## config.mk

```make
export PLATFORM = sky130hd
export DESIGN_NAME = player_motion_ctrl
export DESIGN_NICKNAME = d
export VERILOG_FILES = /design/src/rtl/road_fighter_pkg.sv /design/src/rtl/speed_ctrl.sv /design/src/rtl/player_motion_ctrl.sv
export SDC_FILE = /design/constraint.sdc
export NUM_CORES = 1
export LEC_CHECK = 0
export ABC_AREA = 0
export CAP_MARGIN = 20
export CORE_MARGIN = 3
export CORE_UTILIZATION = 46
export DETAILED_ROUTE_END_ITERATION = 16
export HOLD_SLACK_MARGIN = 0.12
export PLACE_DENSITY = 0.7
export SLEW_MARGIN = 30
export SYNTH_ARGS = -nofsm -noshare
export SYNTH_HDL_FRONTEND = slang
export SYNTH_SLANG_ARGS = --single-unit
```

## constraint.sdc

```tcl
create_clock -name clk -period 5.9 [get_ports clk]
set_clock_uncertainty 0.1 [all_clocks]
set_input_delay 0.885 -clock clk [delete_from_list [all_inputs] [get_ports clk]]
set_output_delay 0.885 -clock clk [all_outputs]
set_load 0.02 [all_outputs]
```

## src/rtl/road_fighter_pkg.sv

```systemverilog
// Shared types and constants for the road fighter player logic.
// Holds the motion state encoding, datapath widths and the default road borders.
package road_fighter_pkg;

  typedef enum logic [1:0] {
    ST_IDLE    = 2'd0,
    ST_MOVE    = 2'd1,
    ST_CRASH   = 2'd2,
    ST_RECOVER = 2'd3
  } motion_state_e;

  localparam int COORD_W       = 11;
  localparam int DIST_W        = 16;
  localparam int DEF_INITIAL_X = 303;
  localparam int DEF_INITIAL_Y = 400;
  localparam int DEF_X_MIN     = 210;
  localparam int DEF_X_MAX     = 360;

endpackage

```

## src/rtl/speed_ctrl.sv

```systemverilog
// Next-frame speed for the player car.
// Braking takes precedence over accelerating; the result is clamped to [0, MAX_SPEED].
module speed_ctrl #(
  parameter int SPEED_W   = 5,
  parameter int MAX_SPEED = 15,
  parameter int ACCEL     = 1
) (
  input  logic [SPEED_W-1:0] speed,
  input  logic               accel_key,
  input  logic               brake_key,
  output logic [SPEED_W-1:0] speed_next
);

  localparam logic [SPEED_W:0] MAX_C = (SPEED_W+1)'(MAX_SPEED);
  localparam logic [SPEED_W:0] INC_C = (SPEED_W+1)'(ACCEL);
  localparam logic [SPEED_W:0] DEC_C = (SPEED_W+1)'(2 * ACCEL);

  logic [SPEED_W:0] wide_s;
  logic [SPEED_W:0] sum_s;

  // Saturating brake/accelerate step, one extra bit so the sum cannot wrap.
  always_comb begin
    wide_s     = {1'b0, speed};
    sum_s      = wide_s + INC_C;
    speed_next = speed;
    if (brake_key) begin
      if (wide_s > DEC_C) begin
        speed_next = SPEED_W'(wide_s - DEC_C);
      end else begin
        speed_next = {SPEED_W{1'b0}};
      end
    end else if (accel_key) begin
      if (sum_s < MAX_C) begin
        speed_next = SPEED_W'(sum_s);
      end else begin
        speed_next = SPEED_W'(MAX_C);
      end
    end else begin
      speed_next = speed;
    end
  end

endmodule

```

## src/rtl/player_motion_ctrl.sv

```systemverilog
// Player car motion: lateral steering within the road, speed, distance,
// crash timeout and post-respawn invulnerability window.
module player_motion_ctrl
  import road_fighter_pkg::*;
#(
  parameter int INITIAL_X      = DEF_INITIAL_X,
  parameter int INITIAL_Y      = DEF_INITIAL_Y,
  parameter int X_MIN          = DEF_X_MIN,
  parameter int X_MAX          = DEF_X_MAX,
  parameter int X_SPEED        = 2,
  parameter int SPEED_W        = 5,
  parameter int MAX_SPEED      = 15,
  parameter int ACCEL          = 1,
  parameter int CRASH_SEC      = 3,
  parameter int RECOVER_FRAMES = 60
) (
  input  logic                      clk,
  input  logic                      resetN,
  input  logic                      startOfFrame,
  input  logic                      onesec,
  input  logic                      freeze,
  input  logic                      move_r_key,
  input  logic                      move_l_key,
  input  logic                      accel_key,
  input  logic                      brake_key,
  input  logic                      collision,
  output logic signed [COORD_W-1:0] topLeftX,
  output logic signed [COORD_W-1:0] topLeftY,
  output logic [SPEED_W-1:0]        speed,
  output logic [DIST_W-1:0]         distance,
  output logic                      totalCollision,
  output logic                      invulnerable
);

  localparam int CRASH_W = $clog2(CRASH_SEC + 1);
  localparam int REC_W   = $clog2(RECOVER_FRAMES + 1);

  localparam logic signed [COORD_W-1:0] INIT_X_C = COORD_W'(INITIAL_X);
  localparam logic signed [COORD_W-1:0] INIT_Y_C = COORD_W'(INITIAL_Y);
  localparam logic signed [COORD_W-1:0] X_MIN_C  = COORD_W'(X_MIN);
  localparam logic signed [COORD_W-1:0] X_MAX_C  = COORD_W'(X_MAX);
  localparam logic signed [COORD_W-1:0] X_STEP_C = COORD_W'(X_SPEED);
  localparam logic [CRASH_W-1:0]        CRASH_END_C = CRASH_W'(CRASH_SEC);
  localparam logic [CRASH_W-1:0]        CRASH_ONE_C = CRASH_W'(1);
  localparam logic [REC_W-1:0]          REC_END_C   = REC_W'(RECOVER_FRAMES);
  localparam logic [REC_W-1:0]          REC_ONE_C   = REC_W'(1);

  motion_state_e             state_r, state_s;
  logic signed [COORD_W-1:0] x_r, x_s, x_right_s, x_left_s;
  logic [SPEED_W-1:0]        speed_r, speed_s, speed_step_s;
  logic [DIST_W-1:0]         dist_r, dist_s;
  logic [CRASH_W-1:0]        crash_cnt_r, crash_cnt_s;
  logic [REC_W-1:0]          frame_cnt_r, frame_cnt_s;
  logic                      right_req_s, left_req_s, border_s;

  speed_ctrl #(
    .SPEED_W  (SPEED_W),
    .MAX_SPEED(MAX_SPEED),
    .ACCEL    (ACCEL)
  ) u_speed_ctrl (
    .speed     (speed_r),
    .accel_key (accel_key),
    .brake_key (brake_key),
    .speed_next(speed_step_s)
  );

  // Steering request and border check; a stationary car cannot steer.
  always_comb begin
    right_req_s = move_r_key & ~move_l_key & (speed_r != {SPEED_W{1'b0}});
    left_req_s  = move_l_key & ~move_r_key & (speed_r != {SPEED_W{1'b0}});
    x_right_s   = x_r + X_STEP_C;
    x_left_s    = x_r - X_STEP_C;
    border_s    = (right_req_s & (x_right_s > X_MAX_C)) |
                  (left_req_s  & (x_left_s  < X_MIN_C));
  end

  // Next-state and datapath update; a crash always pre-empts the frame update.
  always_comb begin
    state_s     = state_r;
    x_s         = x_r;
    speed_s     = speed_r;
    dist_s      = dist_r;
    crash_cnt_s = crash_cnt_r;
    frame_cnt_s = frame_cnt_r;
    case (state_r)
      ST_IDLE: begin
        x_s     = INIT_X_C;
        speed_s = {SPEED_W{1'b0}};
        if (startOfFrame) begin
          state_s = ST_MOVE;
        end else begin
          state_s = ST_IDLE;
        end
      end
      ST_MOVE, ST_RECOVER: begin
        if (((state_r == ST_MOVE) && collision) || (startOfFrame && border_s)) begin
          state_s     = ST_CRASH;
          speed_s     = {SPEED_W{1'b0}};
          crash_cnt_s = {CRASH_W{1'b0}};
        end else if (startOfFrame) begin
          dist_s  = dist_r + DIST_W'(speed_r);
          speed_s = speed_step_s;
          if (right_req_s) begin
            x_s = x_right_s;
          end else if (left_req_s) begin
            x_s = x_left_s;
          end else begin
            x_s = x_r;
          end
          if (state_r == ST_RECOVER) begin
            frame_cnt_s = frame_cnt_r + REC_ONE_C;
            if (frame_cnt_s == REC_END_C) begin
              state_s = ST_MOVE;
            end else begin
              state_s = ST_RECOVER;
            end
          end else begin
            state_s = ST_MOVE;
          end
        end else begin
          state_s = state_r;
        end
      end
      ST_CRASH: begin
        // Exit uses the count before any increment arriving in the same cycle.
        if (startOfFrame && (crash_cnt_r == CRASH_END_C)) begin
          state_s     = ST_RECOVER;
          x_s         = INIT_X_C;
          frame_cnt_s = {REC_W{1'b0}};
        end else if (onesec && (crash_cnt_r != CRASH_END_C)) begin
          crash_cnt_s = crash_cnt_r + CRASH_ONE_C;
        end else begin
          crash_cnt_s = crash_cnt_r;
        end
      end
      default: begin
        state_s = ST_IDLE;
      end
    endcase
  end

  // State registers; freeze holds everything and drops pulses.
  always_ff @(posedge clk or negedge resetN) begin
    if (!resetN) begin
      state_r     <= ST_IDLE;
      x_r         <= INIT_X_C;
      speed_r     <= {SPEED_W{1'b0}};
      dist_r      <= {DIST_W{1'b0}};
      crash_cnt_r <= {CRASH_W{1'b0}};
      frame_cnt_r <= {REC_W{1'b0}};
    end else if (!freeze) begin
      state_r     <= state_s;
      x_r         <= x_s;
      speed_r     <= speed_s;
      dist_r      <= dist_s;
      crash_cnt_r <= crash_cnt_s;
      frame_cnt_r <= frame_cnt_s;
    end
  end

  assign topLeftX       = x_r;
  assign topLeftY       = INIT_Y_C;
  assign speed          = speed_r;
  assign distance       = dist_r;
  assign totalCollision = (state_r == ST_CRASH);
  assign invulnerable   = (state_r == ST_RECOVER);

endmodule

```

==> results of run 1 <==
## sequential cells by signal, indices dropped and copies added (netlist names), named ones only
| register | count |
|---|---|
| state_r | 1 |
| distance | 16 |
| frame_cnt_r | 6 |
| topLeftX | 11 |
| speed | 5 |
| crash_cnt_r | 2 |
## power by group through the flow
stage	combinational, W	sequential [W]	clock, W
2_1_floorplan	0.000609	0.000533	0
3_3_place_gp	0.000847	0.000547	0
3_5_place_dp	0.000863	0.000552	0
4_1_cts	0.000868	0.000547	0.000189
5_1_grt	0.000963	0.000570	0.000200
6_report	0.000870	0.000548	0.000182
## logic make-up (layout without fill, tap and decap cells)
kind of cell | after synthesis | after routing | share of synthesized area, %
and+or+nand+nor | 138 | 138 | 24.1
AOI/OAI and AO/OA | 85 | 85 | 19.4
buffers and inverters | 49 | 71 | 7.35
DFF | 42 | 42 | 33.4
xor gates and xnor gates | 20 | 20 | 5.53
adders and majority gates | 16 | 16 | 6.56
muxes | 10 | 10 | 3.40
other | 2 | 11 | 0.237
## layout make-up
type / instances / area share [%]
Inverter: 19 / 1.95
Tap cell: 77 / 2.64
Timing Repair Buffer: 44 / 11.9
Sequential cell: 42 / 29.0
Multi-Input combinational cell: 280 / 52.3
Clock buffer: 6 / 1.99
Clock inverter: 2 / 0.274
## metal layers
metal	up-vias	global-route usage, %	share of wire [%]
met2	75	30.6	47
met5	-	0	0
met4	0	5.82	1.7
met1	1321	26.7	47
li1	1369	-	-
met3	11	3.50	3.9
## per-stage QoR
step / power, W / worst slack, ns / area [um^2] / instances / hold WS (ns)
final: 0.00160 / 2.16 / 3650 / 470 / 0.379
after global routing: 0.00173 / 1.84 / 3650 / 470 / 0.391
after CTS: 0.00160 / 2.21 / 3650 / 470 / 0.384
after detailed placement: 0.00142 / 2.05 / 3570 / 462 / 0.366
after global placement: 0.00139 / 2.15 / 3570 / 462 / 0.362
after floorplan: 0.00114 / 2.64 / 3200 / 371 / 0.368
## path summary, 6_finish.rpt
path                                   start  depth (start not counted)           end  slack (ns)
worst max-delay path                speed[1]                         10   topLeftX[2]        2.16
worst min-delay path            distance[15]                          1  distance[15]        0.38
worst max register to register      speed[1]                         10   topLeftX[2]        2.16
worst min register to register  distance[15]                          1  distance[15]        0.38
max in group asynchronous             resetN                          1   topLeftX[8]        4.85
min in group asynchronous             resetN                          1  distance[15]        0.47
## layout by cell type, fill, tap and decap left out, types with 4 or more instances in the layout
| cell type | instances |
|---|---|
| nand3b_1 | 11 |
| clkbuf_8 | 5 |
| mux2i_1 | 4 |
| o22ai_1 | 6 |
| dfstp_2 | 6 |
| ha_1 | 15 |
| nand2_1 | 31 |
| xnor2_1 | 17 |
| nand4_1 | 7 |
| nor3_1 | 10 |
| clkdlybuf4s50_1 | 42 |
| dfrtp_1 | 36 |
| mux2_2 | 6 |
| and3_1 | 6 |
| nor2b_1 | 4 |
| o21ai_0 | 11 |
| conb_1 | 11 |
| a21oi_1 | 17 |
| o21bai_1 | 4 |
| or3_1 | 4 |
| nand3_1 | 19 |
| a21o_1 | 4 |
| nor2_1 | 21 |
| inv_1 | 19 |
| o211ai_1 | 4 |
| nand4b_1 | 4 |
| and2_1 | 4 |
==> summary.md, run 1 <==
| Metric | Value |
|---|---|
| Post-synth EDFFs | `0` |
| Unique masters post-synth | `66` |
| Final Cycle Share | `approximately 63%` |
| Ordered cell list for the critical path | `inv_1 > ha_1 > or4b_1 > nand2_1 > nor3_1 > a21boi_0 > a32oi_1 > nand3b_1 > a21oi_1 > mux2_2` |
| Period minus WS final | `~3.7 ns` |
| Sw Ratio | `47.0%` |
| Initial drt markers | `~180` |
| Count leader, synth | `dfrtp_1` |
| Slew headroom | `47.8%` |
| Initial antenna violation count | `0` |
| Routed len/inst | `about 16 um` |
| Final WL | `~7.4 mm` |
| CP Class | `flip-flop to flip-flop` |
| DRC Markers | `0` |
| Slowest CP cell | `or4b_1` |
| Syn Inst Count | `362` |
| # IOs | `55` |
| Crit path capture type | `flip-flop` |
| Full die area | `slightly below 8000 um^2` |
| Maximum vdd drop | `around 0.00025 V` |
| Die H | `roughly 90 um` |
| Flop pwr share | `34.3%` |
| DP HPWL | `around 5.4 mm` |
| Post-synth top flop | `dfrtp_1` |
| MaxCap Viol Count | `0` |
| Row Count | `29` |
| ANT cells | `0` |
| Die X-Extent | `between 80 and 90 um` |
| Root buf cell | `clkbuf_8` |
| Endpoints failing setup | `0` |
| Slowest cell delay on critical path | `about 0.54 ns` |
| Outcome | `complete, no violations` |
| Post CTS Setup Buffer Count | `0` |
| Synthesis-to-layout area growth | `15.4%` |
| Seq cells post-synth | `42` |
| Clock share of power | `between 10 and 15%` |
| Asr flop ratio synth | `100%` |
| CP top delay family | `simple AND/OR/NAND/NOR gates` |
| Critical Path RT | `about 6 ns` |
| First-pass DRT Iterations | `4` |
| Part of the Yosys area used for sequential elements | `approximately a third` |
| Synthesized area | `roughly 3200 um^2` |
| CTS Buffer Depth | `2` |
| Area leader, netlist | `dfrtp_1` |
| Synth Area per Inst | `approximately 9 um^2` |
| Hold-fix buffers, CTS | `0` |
| Drt via density | `between 5 and 6` |
| Largest net degree at the start of global routing | `43` |
| Via count | `between 2000 and 3000` |
| Post-CTS sizing | `0` |
| CP bufs+invs | `1` |
| First-pass GRT wire length | `between 10 and 15 mm` |
| Cell Int Power | `about 0.00085 W` |
| IO Port Bufs | `43` |
| Routability Congestion | `approximately 0.90` |
| Core Footprint | `6490 um^2` |
| Clock-pin slew on the worst setup and hold paths | `approximately 0.080 ns` |
| Hold Path Class | `flip-flop to flip-flop` |
| Final Hold Vio Count | `0` |
| Global route overflow | `0` |
| Total Nets Final | `about 420` |
| PwrDens | `roughly 440 nW/um^2` |
| Max-slew violations | `0` |
| Crit path DAT | `around 3.9 ns` |
| Synth warn | `0` |
| ANT nets after route | `0` |
| CTS tree | `done` |
| Fmax | `about 270 MHz` |
| H-tree depth | `2` |
| Multi-input logic area | `~1900 um^2` |
| Area contributors post-synth | `dfrtp_1 28%, ha_1 5.9%, dfstp_2 5.0%, xnor2_1 4.7%, nand2_1 3.7%` |
| CP startpoint kind | `flip-flop` |
| Final Core Density | `56.3%` |
| Critical Path Fanout Max | `11` |
| Top cells by count, synth | `36 x dfrtp_1, 31 x nand2_1, 21 x nor2_1` |
| Vias in the first global route | `roughly 2600` |
| Slew @ Worst Pin | `between 0.7 and 0.8 ns` |
| Unrepaired setup endpoints after global routing | `no` |
| Initial Util | `48.8%` |
| Worst skew pair latency | `approximately 0.3 ns` |
| Pleak | `1.51 nW` |
| Setup TNS | `0 ns` |
| GRT Total Usage | `roughly 19%` |
| CTS Buf Count | `5` |
| Psw | `0.000752 W` |
| Share of layout cells above drive strength 1 | `under 10%` |
| Comb pwr share | `a little over half` |
| Fill count | `roughly 600` |
| Sink Count | `42` |
| Yosys top cell area share | `28.4%` |
| Register area | `1060 um^2` |
Note: power is estimated with default switching activity, not from simulation.
==> inputs of run 2 (changes only) <==
==> constraint.sdc (replaced) <==
create_clock -name clk -period 3.5 [get_ports clk]
set_clock_uncertainty 0.1 [all_clocks]
set_input_delay 0.525 -clock clk [delete_from_list [all_inputs] [get_ports clk]]
set_output_delay 0.525 -clock clk [all_outputs]
set_load 0.02 [all_outputs]
==> run 2 against run 1 <==
Effect of this change:
- maximum frequency is 14% higher
- global-route usage rose by 0.88 points
- largest power group unchanged
- critical path depth is 2 lower
- combinational power up 89%
- setup slack lost 1.9 ns
- die area stayed put
- sequential share of layout area down 1.2 points
- worst hold slack improved by 0.014 ns
- first-iteration DRC count rose by 11%
==> summary.md, run 2 (synthesized netlist as in run 1, its figures left out) <==
| Metric | Value |
|---|---|
| Outcome | `complete, no violations (unchanged)` |
| Total Nets Final | `434 (was 418)` |
| CP startpoint kind | `flip-flop (unchanged)` |
| Global route overflow | `0 (unchanged)` |
| H-tree depth | `2 (unchanged)` |
| Slowest CP cell | `dfstp_2 (was or4b_1)` |
| Pleak | `1.60 nW (was 1.51 nW)` |
| Routed len/inst | `15.7 um (was 15.8 um)` |
| Ordered cell list for the critical path | `or4b_2 > o21ai_0 > a22oi_1 > o41ai_2 > a32o_2 > a21oi_1 > nor3_2 > mux2_2 (was inv_1 > ha_1 > or4b_1 > nand2_1 > nor3_1 > a21boi_0 > a32oi_1 > nand3b_1 > a21oi_1 > mux2_2)` |
| Number of flip-flops in the largest register | `16 (unchanged)` |
| Share of layout cells above drive strength 1 | `11.2% (was 7.63%)` |
| Period minus WS final | `3.28 ns (was 3.74 ns)` |
| Critical Path RT | `3.59 ns (was 6.02 ns)` |
| Fin area | `3810 um^2 (was 3650 um^2)` |
| IO Port Bufs | `43 (unchanged)` |
| Final Hold Vio Count | `0 (unchanged)` |
| Worst skew pair latency | `0.31 ns (was 0.30 ns)` |
| Final Power | `0.00288 W (was 0.00160 W)` |
| Max layer used | `met4 (unchanged)` |
| Fill count | `584 (was 586)` |
| Clock-pin slew on the worst setup and hold paths | `0.09 ns (was 0.08 ns)` |
| ANT nets after route | `0 (unchanged)` |
| Slowest cell delay on critical path | `0.65 ns (was 0.54 ns)` |
| Maximum vdd drop | `0.000438 V (was 0.000250 V)` |
| Synthesis-to-layout area growth | `20.2% (was 15.4%)` |
| DP HPWL | `5.58 mm (was 5.38 mm)` |
| DRC Markers | `0 (unchanged)` |
| CP Class | `flip-flop to flip-flop (unchanged)` |
| Core Footprint | `6490 um^2 (unchanged)` |
| Routed wl met3 | `387 um (was 292 um)` |
| Unrepaired setup endpoints after global routing | `no (unchanged)` |
| Area post-placement | `3680 um^2 (was 3570 um^2)` |
| Hold Path Class | `flip-flop to flip-flop (unchanged)` |
| CTS Buffer Depth | `2 (unchanged)` |
| Crit path capture type | `flip-flop (unchanged)` |
| GRT Total Usage | `20.1% (was 19.2%)` |
| Slew @ Worst Pin | `0.567 ns (was 0.778 ns)` |
| Largest net degree at the start of global routing | `43 (unchanged)` |
| Commonest non-fill, non-tap cell in the layout | `clkdlybuf4s50_1 (unchanged)` |
| Pre-CTS setup slack | `0.235 ns (was 2.05 ns)` |
| Die H | `89.0 um (unchanged)` |
| Worst setup margin | `0.218 ns (was 2.16 ns)` |
| Critical Path Fanout Max | `11 (unchanged)` |
| First-pass GRT wire length | `12.6 mm (was 12.3 mm)` |
| Setup TNS | `0 ns (unchanged)` |
| Met2 WL post-DR | `3.66 mm (was 3.52 mm)` |
| Initial Util | `48.8% (unchanged)` |
| Fmax | `305 MHz (was 267 MHz)` |
| Initial antenna violation count | `0 (unchanged)` |
| Die X-Extent | `89.0 um (unchanged)` |
| Sink Count | `42 (unchanged)` |
| Initial drt markers | `201 (was 181)` |
| Row Count | `29 (unchanged)` |
| Endpoints failing setup | `0 (unchanged)` |
| Max-slew violations | `0 (unchanged)` |
| First-pass DRT Iterations | `5 (was 4)` |
| Via count | `2840 (was 2776)` |
| CTS Buf Count | `5 (unchanged)` |
| CTS tree | `done (unchanged)` |
| M1 WL | `3.48 mm (was 3.51 mm)` |
| ANT cells | `0 (unchanged)` |
| # IOs | `55 (unchanged)` |
| Final WL | `7.65 mm (was 7.45 mm)` |
| MaxCap Viol Count | `0 (unchanged)` |
| Root buf cell | `clkbuf_8 (unchanged)` |
| Crit path DAT | `3.37 ns (was 3.86 ns)` |
| Full die area | `7920 um^2 (unchanged)` |
| Drt via density | `5.84 (was 5.91)` |
| Routability Congestion | `0.880 (was 0.903)` |
| Vias in the first global route | `2655 (was 2551)` |
| Final Cycle Share | `93.8% (was 63.4%)` |
| PwrDens | `758 nW/um^2 (was 438 nW/um^2)` |
| Most frequent cells in the layout | `42 x clkdlybuf4s50_1, 36 x dfrtp_1, 31 x nand2_1 (unchanged)` |
| Slew headroom | `62.1% (was 47.8%)` |
## run 2: cell count changes in the layout (fill, tap and decap cells not counted)
cell	delta
clkinv_2	-1
dlygate4sd3_1	+1
bufinv_16	+1
inv_6	+1
clkbuf_1	-1
buf_4	+15
## run 2: worst max-delay path, delay by kind of cell (launching register included)
family / cells / cell delay (ns)
and+or+nand+nor: 2 / 0.84
DFF: 1 / 0.65
muxes: 1 / 0.36
AOI/OAI and AO/OA: 5 / 1.22
## run 2: worst paths after layout
kind	depth (start not counted)	start	endpoint	slack (ns)
worst max-delay path	8	topLeftX[8]	crash_cnt_r[0]	0.22
worst min-delay path	1	distance[15]	distance[15]	0.39
worst max register to register	8	topLeftX[8]	crash_cnt_r[0]	0.22
worst min register to register	1	distance[15]	distance[15]	0.39
max in group asynchronous	2	resetN	async pin	2.27
min in group asynchronous	2	resetN	distance[14]	0.63
## run 2: timing repair
| item | in CTS | in global routing |
|---|---|---|
| hold buffers | 1 | 0 |
| endpoints found under the hold margin | 11 | 0 |
| buffers inserted | 0 | 0 |
| resized for setup | 0 | 0 |
## run 2: where the power goes
part / switching (W) / total (W) / internal, W
clock network: 0.000182 / 0.000396 / 0.000214
registers: 0.000210 / 0.000851 / 0.000642
logic: 0.000911 / 0.00164 / 0.000726
total: 0.00130 / 0.00288 / 0.00158
## run 2: final cells by class
type | instances | area [um^2] | area share, %
clock inverter | 3 | 43.8 | 1.15
sequential | 42 | 1060 | 27.8
inverter | 19 | 71.3 | 1.87
clock buffer | 5 | 68.8 | 1.81
multi-input combinational | 280 | 1910 | 50.2
tap | 77 | 96.3 | 2.53
timing repair buffer | 60 | 558 | 14.7
## run 2: metrics by stage
step                      hold WS [ns]  util [%]  cells
after floorplan                  0.129         -    371
after global placement           0.362      56.7    477
after detailed placement         0.375      56.7    477
after CTS                        0.396      58.6    486
after global routing             0.416      58.6    486
final                            0.392      58.6    486
## run 2: metal layers
layer  up-vias  GRT usage [%]
li1       1397              -
met1      1345           28.5
met2        87           31.6
met3        11           3.41
met4         0           6.22
met5         -              0
